File: src/rtl/envelope_pkg.sv
`default_nettype none
// +--------------------------------------------------------------------+
// | envelope_pkg                                                       |
// | Shared types and sizing constants for the voice envelope block.    |
// | Revision: 1.0                                                      |
// +--------------------------------------------------------------------+
package envelope_pkg;

    localparam int c_default_voices  = 8;
    localparam int c_default_level_w = 16;
    localparam int c_vol_w           = 32;

    typedef enum logic [2:0] {
        ENV_IDLE    = 3'd0,
        ENV_ATTACK  = 3'd1,
        ENV_DECAY   = 3'd2,
        ENV_SUSTAIN = 3'd3,
        ENV_RELEASE = 3'd4
    } env_state_t;

endpackage
`default_nettype wire

File: src/rtl/envelope_step.sv
`default_nettype none
// +--------------------------------------------------------------------+
// | envelope_step                                                      |
// | Combinational next-state / next-level function for one voice.      |
// | Revision: 1.0                                                      |
// +--------------------------------------------------------------------+
module envelope_step
    import envelope_pkg::*;
#(
    parameter int LEVEL_W = c_default_level_w
) (
    input  env_state_t         i_state,
    input  logic [LEVEL_W-1:0] i_level,
    input  logic               i_gate,
    input  logic [LEVEL_W-1:0] i_attack_rate,
    input  logic [LEVEL_W-1:0] i_decay_rate,
    input  logic [LEVEL_W-1:0] i_release_rate,
    input  logic [LEVEL_W-1:0] i_sustain_level,
    output env_state_t         o_state,
    output logic [LEVEL_W-1:0] o_level
);

    localparam logic [LEVEL_W:0] c_full = {1'b0, {LEVEL_W{1'b1}}};

    env_state_t       w_gated;
    logic [LEVEL_W:0] w_att_sum;
    logic [LEVEL_W:0] w_dec_floor;
    logic [LEVEL_W:0] w_dec_diff;
    logic [LEVEL_W:0] w_rel_diff;

    // One extra bit exposes saturation on add and underflow on subtract
    assign w_att_sum   = {1'b0, i_level} + {1'b0, i_attack_rate};
    assign w_dec_floor = {1'b0, i_sustain_level} + {1'b0, i_decay_rate};
    assign w_dec_diff  = {1'b0, i_level} - {1'b0, i_decay_rate};
    assign w_rel_diff  = {1'b0, i_level} - {1'b0, i_release_rate};

    always_comb begin
        w_gated = i_state;
        if (i_gate && (i_state == ENV_IDLE || i_state == ENV_RELEASE))
            w_gated = ENV_ATTACK;
        else if (!i_gate && (i_state == ENV_ATTACK || i_state == ENV_DECAY ||
                             i_state == ENV_SUSTAIN))
            w_gated = ENV_RELEASE;
    end

    always_comb begin
        o_state = w_gated;
        o_level = i_level;
        case (w_gated)
            ENV_IDLE: begin
                o_level = '0;
            end
            ENV_ATTACK: begin
                if (i_attack_rate != '0 && w_att_sum >= c_full) begin
                    o_level = {LEVEL_W{1'b1}};
                    o_state = ENV_DECAY;
                end else begin
                    o_level = w_att_sum[LEVEL_W-1:0];
                end
            end
            ENV_DECAY: begin
                if ({1'b0, i_level} <= w_dec_floor) begin
                    o_level = i_sustain_level;
                    o_state = ENV_SUSTAIN;
                end else begin
                    o_level = w_dec_diff[LEVEL_W-1:0];
                end
            end
            ENV_SUSTAIN: begin
                o_level = i_sustain_level;
            end
            ENV_RELEASE: begin
                // A zero rate must hold, even at level 0, so it never reaches IDLE here
                if (i_release_rate != '0 && (w_rel_diff[LEVEL_W] || w_rel_diff == '0)) begin
                    o_level = '0;
                    o_state = ENV_IDLE;
                end else begin
                    o_level = w_rel_diff[LEVEL_W-1:0];
                end
            end
            default: begin
                o_level = '0;
                o_state = ENV_IDLE;
            end
        endcase
    end

endmodule
`default_nettype wire

File: src/rtl/voice_envelope.sv
`default_nettype none
// +--------------------------------------------------------------------+
// | voice_envelope                                                     |
// | ADSR envelopes for VOICES voices, swept one voice per clk per tick.|
// | Revision: 1.0                                                      |
// +--------------------------------------------------------------------+
module voice_envelope
    import envelope_pkg::*;
#(
    parameter int VOICES  = c_default_voices,
    parameter int LEVEL_W = c_default_level_w
) (
    input  logic                             clk,
    input  logic                             reset_n,
    input  logic                             tick,
    input  logic [VOICES-1:0]                gate,
    input  logic [LEVEL_W-1:0]               attack_rate,
    input  logic [LEVEL_W-1:0]               decay_rate,
    input  logic [LEVEL_W-1:0]               release_rate,
    input  logic [LEVEL_W-1:0]               sustain_level,
    output logic [VOICES-1:0][c_vol_w-1:0]   voice_volumes,
    output logic                             busy,
    output logic                             done,
    output logic                             overrun
);

    localparam int                 c_idx_w   = (VOICES > 1) ? $clog2(VOICES) : 1;
    localparam logic [c_idx_w-1:0] c_last    = c_idx_w'(VOICES - 1);
    localparam logic [0:0]         c_sw_idle = 1'b0;
    localparam logic [0:0]         c_sw_run  = 1'b1;

    logic [0:0]         r_sw_state;
    logic [0:0]         w_sw_next;
    logic               w_start;
    logic               w_update;
    logic               w_last;
    logic [c_idx_w-1:0] r_idx;
    logic [VOICES-1:0]  r_gate_snap;
    logic [LEVEL_W-1:0] r_attack;
    logic [LEVEL_W-1:0] r_decay;
    logic [LEVEL_W-1:0] r_release;
    logic [LEVEL_W-1:0] r_sustain;
    logic               r_overrun;
    env_state_t         r_state [VOICES];
    logic [LEVEL_W-1:0] r_level [VOICES];
    env_state_t         w_next_state;
    logic [LEVEL_W-1:0] w_next_level;

    assign w_last = (r_idx == c_last);

    always_ff @(posedge clk) begin
        if (!reset_n) r_sw_state <= c_sw_idle;
        else          r_sw_state <= w_sw_next;
    end

    always_comb begin
        w_sw_next = r_sw_state;
        case (r_sw_state)
            c_sw_idle: if (tick)   w_sw_next = c_sw_run;
            c_sw_run:  if (w_last) w_sw_next = c_sw_idle;
            default:               w_sw_next = c_sw_idle;
        endcase
    end

    always_comb begin
        busy     = (r_sw_state == c_sw_run);
        done     = (r_sw_state == c_sw_run) && w_last;
        w_update = (r_sw_state == c_sw_run);
        w_start  = (r_sw_state == c_sw_idle) && tick;
    end

    // Inputs are frozen at sweep start so every voice sees the same rates
    always_ff @(posedge clk) begin
        if (!reset_n) begin
            r_idx       <= '0;
            r_gate_snap <= '0;
            r_attack    <= '0;
            r_decay     <= '0;
            r_release   <= '0;
            r_sustain   <= '0;
            r_overrun   <= 1'b0;
        end else begin
            if (w_start) begin
                r_idx       <= '0;
                r_gate_snap <= gate;
                r_attack    <= attack_rate;
                r_decay     <= decay_rate;
                r_release   <= release_rate;
                r_sustain   <= sustain_level;
            end else if (w_update) begin
                r_idx <= w_last ? '0 : r_idx + 1'b1;
            end
            if (tick && busy) r_overrun <= 1'b1;
        end
    end

    envelope_step #(
        .LEVEL_W (LEVEL_W)
    ) u_step (
        .i_state         (r_state[r_idx]),
        .i_level         (r_level[r_idx]),
        .i_gate          (r_gate_snap[r_idx]),
        .i_attack_rate   (r_attack),
        .i_decay_rate    (r_decay),
        .i_release_rate  (r_release),
        .i_sustain_level (r_sustain),
        .o_state         (w_next_state),
        .o_level         (w_next_level)
    );

    always_ff @(posedge clk) begin
        if (!reset_n) begin
            for (int k = 0; k < VOICES; k++) begin
                r_state[k] <= ENV_IDLE;
                r_level[k] <= '0;
            end
        end else if (w_update) begin
            r_state[r_idx] <= w_next_state;
            r_level[r_idx] <= w_next_level;
        end
    end

    assign overrun = r_overrun;

    generate
        for (genvar k = 0; k < VOICES; k++) begin : g_vol
            assign voice_volumes[k] = c_vol_w'(r_level[k]);
        end
    endgenerate

endmodule
`default_nettype wire

File: config.mk
export PLATFORM = sky130hd
export DESIGN_NAME = voice_envelope
export DESIGN_NICKNAME = d
export VERILOG_FILES = /design/src/rtl/envelope_pkg.sv /design/src/rtl/envelope_step.sv /design/src/rtl/voice_envelope.sv
export SDC_FILE = /design/constraint.sdc
export NUM_CORES = 1
export LEC_CHECK = 0
export CAP_MARGIN = 20
export CORE_MARGIN = 3
export CORE_UTILIZATION = 52
export CTS_CLUSTER_DIAMETER = 30
export DETAILED_ROUTE_END_ITERATION = 6
export PLACE_DENSITY = 0.82
export SYNTH_ARGS = -nofsm -noshare
export SYNTH_HDL_FRONTEND = slang
export SYNTH_SLANG_ARGS = --single-unit
export TNS_END_PERCENT = 50
File: constraint.sdc
create_clock -name clk -period 6.87 [get_ports clk]
set_input_delay 1.374 -clock clk [delete_from_list [all_inputs] [get_ports clk]]
set_output_delay 1.374 -clock clk [all_outputs]
set_load 0.02 [all_outputs]
==> summary.txt, run 1 <==
Route
  – Initial DRC Count: 1,369
  – Pre-Repair DR Iteration Count: 6
  – Drt wl/cell: 22.31 µm
  – DRC Markers: 0
  – Vias: 12.31k
  – WL final: 46,850 µm
  – Post-DRT Antenna Nets: 0
  – Vias per std cell: 5.860

Clocking
  – CTS tree: yes
  – Sink Count: 232
  – H-tree levels: 2
  – CTS Buf Count: 45
  – CTS Buffer Depth: 3
  – Clock Latency Late Sink: 0.54 ns
  – Clock Pin Slew Worst Setup and Hold Paths: 0.05 ns
  – Root buffer cell: clkbuf_16
  – Post-CTS resize count: 0
  – CTS Hold Bufs: 0
  – # Post-CTS Setup Buffers: 0

Critical path
  – Slowest stage delay, CP: 0.66 ns
  – CP Data Required Time: 7.12 ns
  – Cell mode on critical path: a21oi_1
  – Startpoint Class: flip-flop
  – CP Max Fanout: 15
  – Reg2Reg Capture Point: r_level[7][9]
  – Reg2reg path depth: 21
  – Worst EP arrival: 5.95 ns
  – Worst path slowest cell: a21oi_1
  – R2r startpoint: r_decay[1]
  – R2R Setup Slk: 1.17 ns
  – Kind of critical path: reg2reg
  – CP top delay family: compound AO/OA/AOI/OAI gates
  – Worst-path cell chain: ha_1 > a21o_1 > a21oi_1 > o21bai_1 > a21oi_1 > o21ai_0 > a211oi_1 > o31ai_1 > a21oi_1 > xor2_1 > ha_1 > and3_1 > nand3_1 > nor4_1 > or4_1 > a31oi_1 > a31oi_1 > buf_4 > a221o_1 > a21oi_1 > nor2_1
  – Buf+Inv Stages, Crit Path: 1
  – Setup crit end kind: flip-flop
  – CP Depth: 21

Min path
  – Hold EP: r_gate_snap[0]
  – Min-delay src: r_gate_snap[0]
  – Hold Crit Class: reg2reg
  – WHS Path Cells: 2

Synthesis
  – Synth Area per Inst: 9.913 µm²
  – Number of flops mapped to enable cells by yosys: 152
  – Most common cell in the netlist: nand2_1
  – Post-synth design cell area: 0.01467 mm²
  – Synth cell count leaders: 191 x nand2_1, 183 x nor2_1, 152 x edfxtp_1
  – Ys async rst share: 0
  – Post-synth top area cell: edfxtp_1
  – Mapped Cells: 1,480
  – Warnings from Yosys: 0
  – Seq cells post-synth: 232
  – Top cells by area, synth: edfxtp_1 31%, dfxtp_1 11%, ha_1 6.9%
  – Ys flop type: edfxtp_1
  – Register area share after synthesis: 0.4203
  – Library cells used by synthesis: 80
  – Synth top area share: 0.3111

Placement
  – RePlAce Congestion: 1.009
  – IO Port Bufs: 205
  – Placed wire-length estimate: 33,830 µm

Floorplanning
  – Die area: 0.03027 mm²
  – Core area: 0.02733 mm²
  – Die X: 174.0 µm
  – Standard-cell rows: 60
  – Die Y: 174.0 µm
  – I/O pin count: 334
  – Starting Density: 0.5369

Cells and area
  – Antenna Diode Count: 0
  – Total Nets Final: 1,852
  – Share of cells above drive strength 1: 0.1024
  – Area Growth Syn to Fin: 24.23%

Timing
  – Crit share post-route: 0.8294
  – Hold_ws: 0.4674 ns
  – Fin. Hold Viols: 0
  – Max-slew headroom: 0.2258
  – Max-slew violation count: 0
  – Least-Margin Pin Slew: 1.158 ns
  – Final setup TNS: 0 ns
  – Fmax: 0.1755 GHz
  – Unrepaired setup endpoints after global routing: no
  – Clk_skew: 0.02459 ns
  – Min Tclk post-route: 5.698 ns
  – Setup violators final: 0

Global route
  – Initial antenna violation count: 0
  – Global route total overflow: 0
  – First-pass GRT wire length: 70,810 µm
  – All-layer global routing usage: 0.2995
  – Vias in the first global route: 11.88k
  – Largest net degree at the start of global routing: 82

Pwr
  – P_leak: 7.014 nW
  – Clock Power Share: 0.433
  – Switching pwr: 0.001535 W
  – Pwr per Cell Area: 269.5 mW/mm²
  – Sw frac: 0.3124
  – Sequential Power Share: 0.329
  – Internal: 0.003378 W
  – Maximum vdd drop: 0.2737 mV
  – Gate power share: 0.238

Status
  – Status: complete, no violations

Run
  – Max cap viols: 0
## logic make-up after synthesis
logic type | share of synthesized area
compound gates | 0.1471
flops | 0.4203
fa+ha+maj | 0.07454
simple gates | 0.1547
other cells | 0.0002556
mux | 0.07982
xor+xnor | 0.02567
buf+inv | 0.09765
## registers in the layout, summed over array words and instances (netlist names), named ones only
signal,count
r_decay,16
r_release,16
r_state,24
r_attack,16
busy,1
overrun,1
r_idx,3
r_sustain,16
r_level,128
r_gate_snap,8
## cells in the final DEF (no fill, tap or decap), types with 40 or more instances in the layout
cell type	synthesis	final
nand2_1	191	191
nor2_1	183	183
dfxtp_1	80	78
a21boi_0	76	76
edfxtp_1	152	152
clkdlybuf4s50_1	0	204
ha_1	81	81
o21ai_0	40	40
conb_1	1	128
mux4_2	40	40
clkbuf_16	0	46
a21oi_1	53	53
inv_1	56	56
## worst max path at each step
stage	from	end	slack, ns
5_1_grt	r_decay[1]	r_level[4][9]	0.72
4_1_cts	r_decay[1]	r_level[7][9]	1.17
3_5_place_dp	r_decay[1]	r_level[7][9]	1.24
6_report	r_decay[1]	r_level[7][9]	1.17
3_3_place_gp	flip-flop	r_level[0][7]	1.41
2_1_floorplan	flip-flop	r_level[0][2]	1.61
## tightest hold or removal path, stage by stage (launching register included)
cell	delay (ns)
dfxtp_1	0.31
nand2_1	0.05
a21boi_0	0.06
## power by group through the flow
| stage | sequential, W | combinational, W | clock [W] |
|---|---|---|---|
| 6_report | 0.00162 | 0.00117 | 0.00213 |
| 2_1_floorplan | 0.00165 | 0.000805 | 0 |
| 3_5_place_dp | 0.00164 | 0.00113 | 0 |
| 5_1_grt | 0.00162 | 0.00126 | 0.00221 |
| 3_3_place_gp | 0.00164 | 0.00112 | 0 |
| 4_1_cts | 0.00161 | 0.00114 | 0.00215 |
## metrics by stage
stage	total power, W	instance area [µm²]	utilization	instances	setup WS (ns)
after floorplan	0.002457	15150	-	1607	1.608
after global placement	0.002752	16610	0.6078	2012	1.414
after detailed placement	0.002766	16610	0.6078	2012	1.244
after CTS	0.004898	18100	0.6624	2095	1.168
after global routing	0.005088	18230	0.6670	2100	0.7166
final	0.004913	18230	0.6670	2100	1.172
## metal layers
layer,vias up,wire length [µm],global-route usage
met3,141,4631,0.06509
met4,0,2008,0.1270
li1,5499,-,-
met2,816,22050,0.4798
met1,5851,18150,0.3951
met5,-,0,0
## cell type report
cell class	count	area (µm²)
clock buffers	54	1211
clock inverters	29	281.5
fillers	2016	9100
inverters	56	210.2
multi-input cells	1126	7560
flip-flops and latches	232	6168
well taps	372	465.4
repair buffers	231	2330
Note: power is estimated with default switching activity, not from simulation.
==> run 2: changes to the inputs <==
==> constraint.sdc (replaced) <==
create_clock -name clk -period 5.48 [get_ports clk]
set_input_delay 1.096 -clock clk [delete_from_list [all_inputs] [get_ports clk]]
set_output_delay 1.096 -clock clk [all_outputs]
set_load 0.02 [all_outputs]
==> summary.txt, run 2 (same netlist as run 1, synthesis figures left out) <==
Pwr
  – Maximum vdd drop: 0.2929 mV (+7.0%)
  – P_leak: 7.221 nW (+3.0%)
  – Pwr per Cell Area: 347.5 mW/mm² (+29%)

Cells and area
  – Biggest register: r_level
  – Fillers: 2,023 (+0.35%)
  – Antenna Diode Count: 0 (unchanged)
  – Sequential Area: 0.006171 mm² (about the same)
  – Total Nets Final: 1,884 (+1.7%)
  – Largest registers: r_level (128), r_state (24)
  – Max reg flops: 128 (unchanged)
  – Area of the multi-input gates: 0.007565 mm² (about the same)
  – Share of cells above drive strength 1: 0.1242 (+0.02179)
  – Area Growth Syn to Fin: 26.91%
  – Leading cell type in the layout, fill and taps excluded: clkdlybuf4s50_1
  – Leading cell types in the layout, fill and taps excluded: 204 x clkdlybuf4s50_1, 191 x nand2_1, 183 x nor2_1

Critical path
  – Cell mode on critical path: o21a_1
  – Worst EP arrival: 5.51 ns (-0.44 ns)
  – Worst-path cell chain: mux4_2 > mux2i_1 > ha_1 > inv_1 > fa_1 > a211oi_1 > o21a_1 > o21a_1 > o311ai_0 > a311o_1 > a2111oi_4 > a31oi_4 > a221oi_4 > nor2_1
  – CP Data Required Time: 5.74 ns (-1.38 ns)
  – CP Max Fanout: 13 (-2)
  – Kind of critical path: reg2reg
  – Buf+Inv Stages, Crit Path: 1 (unchanged)
  – Slowest stage delay, CP: 0.54 ns (-0.12 ns)
  – Setup crit end kind: flip-flop
  – Worst path slowest cell: mux4_2
  – Startpoint Class: flip-flop
  – CP top delay family: compound AO/OA/AOI/OAI gates

Timing
  – Unrepaired setup endpoints after global routing: no
  – Min Tclk post-route: 5.249 ns (-0.4492 ns)
  – Fmax: 0.1905 GHz (+8.6%)
  – Final setup TNS: 0 ns (unchanged)
  – Max-slew violation count: 0 (unchanged)
  – Clk_skew: 0.03610 ns (+0.01152 ns)
  – Hold_ws: 0.4716 ns (+0.004104 ns)
  – Setup violators final: 0 (unchanged)
  – Least-Margin Pin Slew: 1.076 ns (-0.08196 ns)
  – Max-slew headroom: 0.2806 (+0.05477)
  – Crit share post-route: 0.9578 (+0.1284)
  – Fin. Hold Viols: 0 (unchanged)

Clocking
  – CTS Hold Bufs: 0 (unchanged)
  – Clock Latency Late Sink: 0.56 ns (+0.02 ns)
  – CTS Buffer Depth: 3 (unchanged)
  – H-tree levels: 2 (unchanged)
  – Post-CTS resize count: 0 (unchanged)
  – Root buffer cell: clkbuf_16
  – Sink Count: 232 (unchanged)
  – CTS Buf Count: 47 (+4.4%)
  – # Post-CTS Setup Buffers: 0 (unchanged)
  – CTS tree: yes
  – Clock Pin Slew Worst Setup and Hold Paths: 0.06 ns (about the same)

Floorplanning
  – Die Y: 174.0 µm (unchanged)
  – Die area: 0.03027 mm² (unchanged)
  – Die X: 174.0 µm (unchanged)
  – Starting Density: 0.5369 (unchanged)
  – Standard-cell rows: 60 (unchanged)
  – Core area: 0.02733 mm² (unchanged)
  – I/O pin count: 334 (unchanged)

Route
  – Vias per std cell: 5.867 (+0.10%)
  – WL final: 47,590 µm (+1.6%)
  – Pre-Repair DR Iteration Count: 6 (unchanged)
  – Post-DRT Antenna Nets: 0 (unchanged)
  – Drt wl/cell: 22.29 µm (about the same)
  – Vias: 12.53k (+1.8%)
  – DRC Markers: 0 (unchanged)
  – Initial DRC Count: 1,486 (+8.5%)

Placement
  – Placed wire-length estimate: 33,940 µm (+0.33%)
  – IO Port Bufs: 205 (unchanged)
  – RePlAce Congestion: 0.9658 (-4.3%)

Run
  – Max cap viols: 0 (unchanged)

Global route
  – Initial antenna violation count: 0 (unchanged)
  – First-pass GRT wire length: 70,260 µm (-0.79%)
  – Largest net degree at the start of global routing: 78 (-4.9%)
  – All-layer global routing usage: 0.2965 (-0.003029)
  – Vias in the first global route: 12.10k (+1.8%)
  – Global route total overflow: 0 (unchanged)

Status
  – Status: complete, no violations

Min path
  – Hold Crit Class: reg2reg
## run 2: cell count changes in the layout (fill, tap and decap cells not counted), sizes merged
| cell | previous run | this run |
|---|---|---|
| buf | 27 | 57 |
| bufinv | 3 | 4 |
| clkbuf | 54 | 56 |
| clkinv | 18 | 10 |
| clkinvlp | 3 | 6 |
| inv | 61 | 68 |
## run 2: worst paths after layout
check / from / endpoint / slack, ns / cells after the start
setup reg to reg: flip-flop / r_level[0][2] / 0.23 / 14
hold reg to reg: r_gate_snap[7] / r_gate_snap[7] / 0.47 / 2
setup / recovery: flip-flop / r_level[0][2] / 0.23 / 14
hold / removal: r_gate_snap[7] / r_gate_snap[7] / 0.47 / 2
## run 2: cell type report
type                            instances  area share
Tap cell                              372     0.02500
Inverter                               56     0.01129
Clock inverter                         32     0.02191
Timing Repair Buffer                  261      0.1375
Multi-Input combinational cell       1126      0.4063
Sequential cell                       232      0.3314
Clock buffer                           56     0.06660
## run 2: layer usage
| metal | track usage | vias to the layer above | share of wire |
|---|---|---|---|
| met1 | 0.3888 | 5961 | 0.38 |
| met4 | 0.1160 | 0 | 0.039 |
| met3 | 0.06313 | 127 | 0.11 |
| li1 | - | 5571 | - |
| met2 | 0.4834 | 866 | 0.47 |
| met5 | 0 | - | 0 |
## run 2: stage by stage
step | setup slack, ns | std cells | cell area, µm² | util | total power (W)
2_1_floorplan | 0.2181 | 1607 | 15150 | - | 0.003080
3_3_place_gp | 0.2184 | 2043 | 16870 | 0.6172 | 0.003502
3_5_place_dp | 0.1814 | 2043 | 16870 | 0.6172 | 0.003518
4_1_cts | 0.09694 | 2131 | 18510 | 0.6775 | 0.006438
5_1_grt | 0.001301 | 2135 | 18620 | 0.6814 | 0.006684
6_report | 0.2314 | 2135 | 18620 | 0.6814 | 0.006470
## run 2: where the power goes
part           internal, W  total [W]  leakage [nW]  switching [W]
clock              0.00186    0.00292         0.789        0.00107
sequential         0.00195    0.00203          2.23      0.0000832
combinational     0.000596    0.00152          4.20       0.000919
total              0.00440    0.00647          7.22        0.00207
## run 2: tightest hold or removal path, cell delays in order, from the launching register on
cell and delay [ns]:
dfxtp_1 0.30, nand2_1 0.05, a21boi_0 0.06
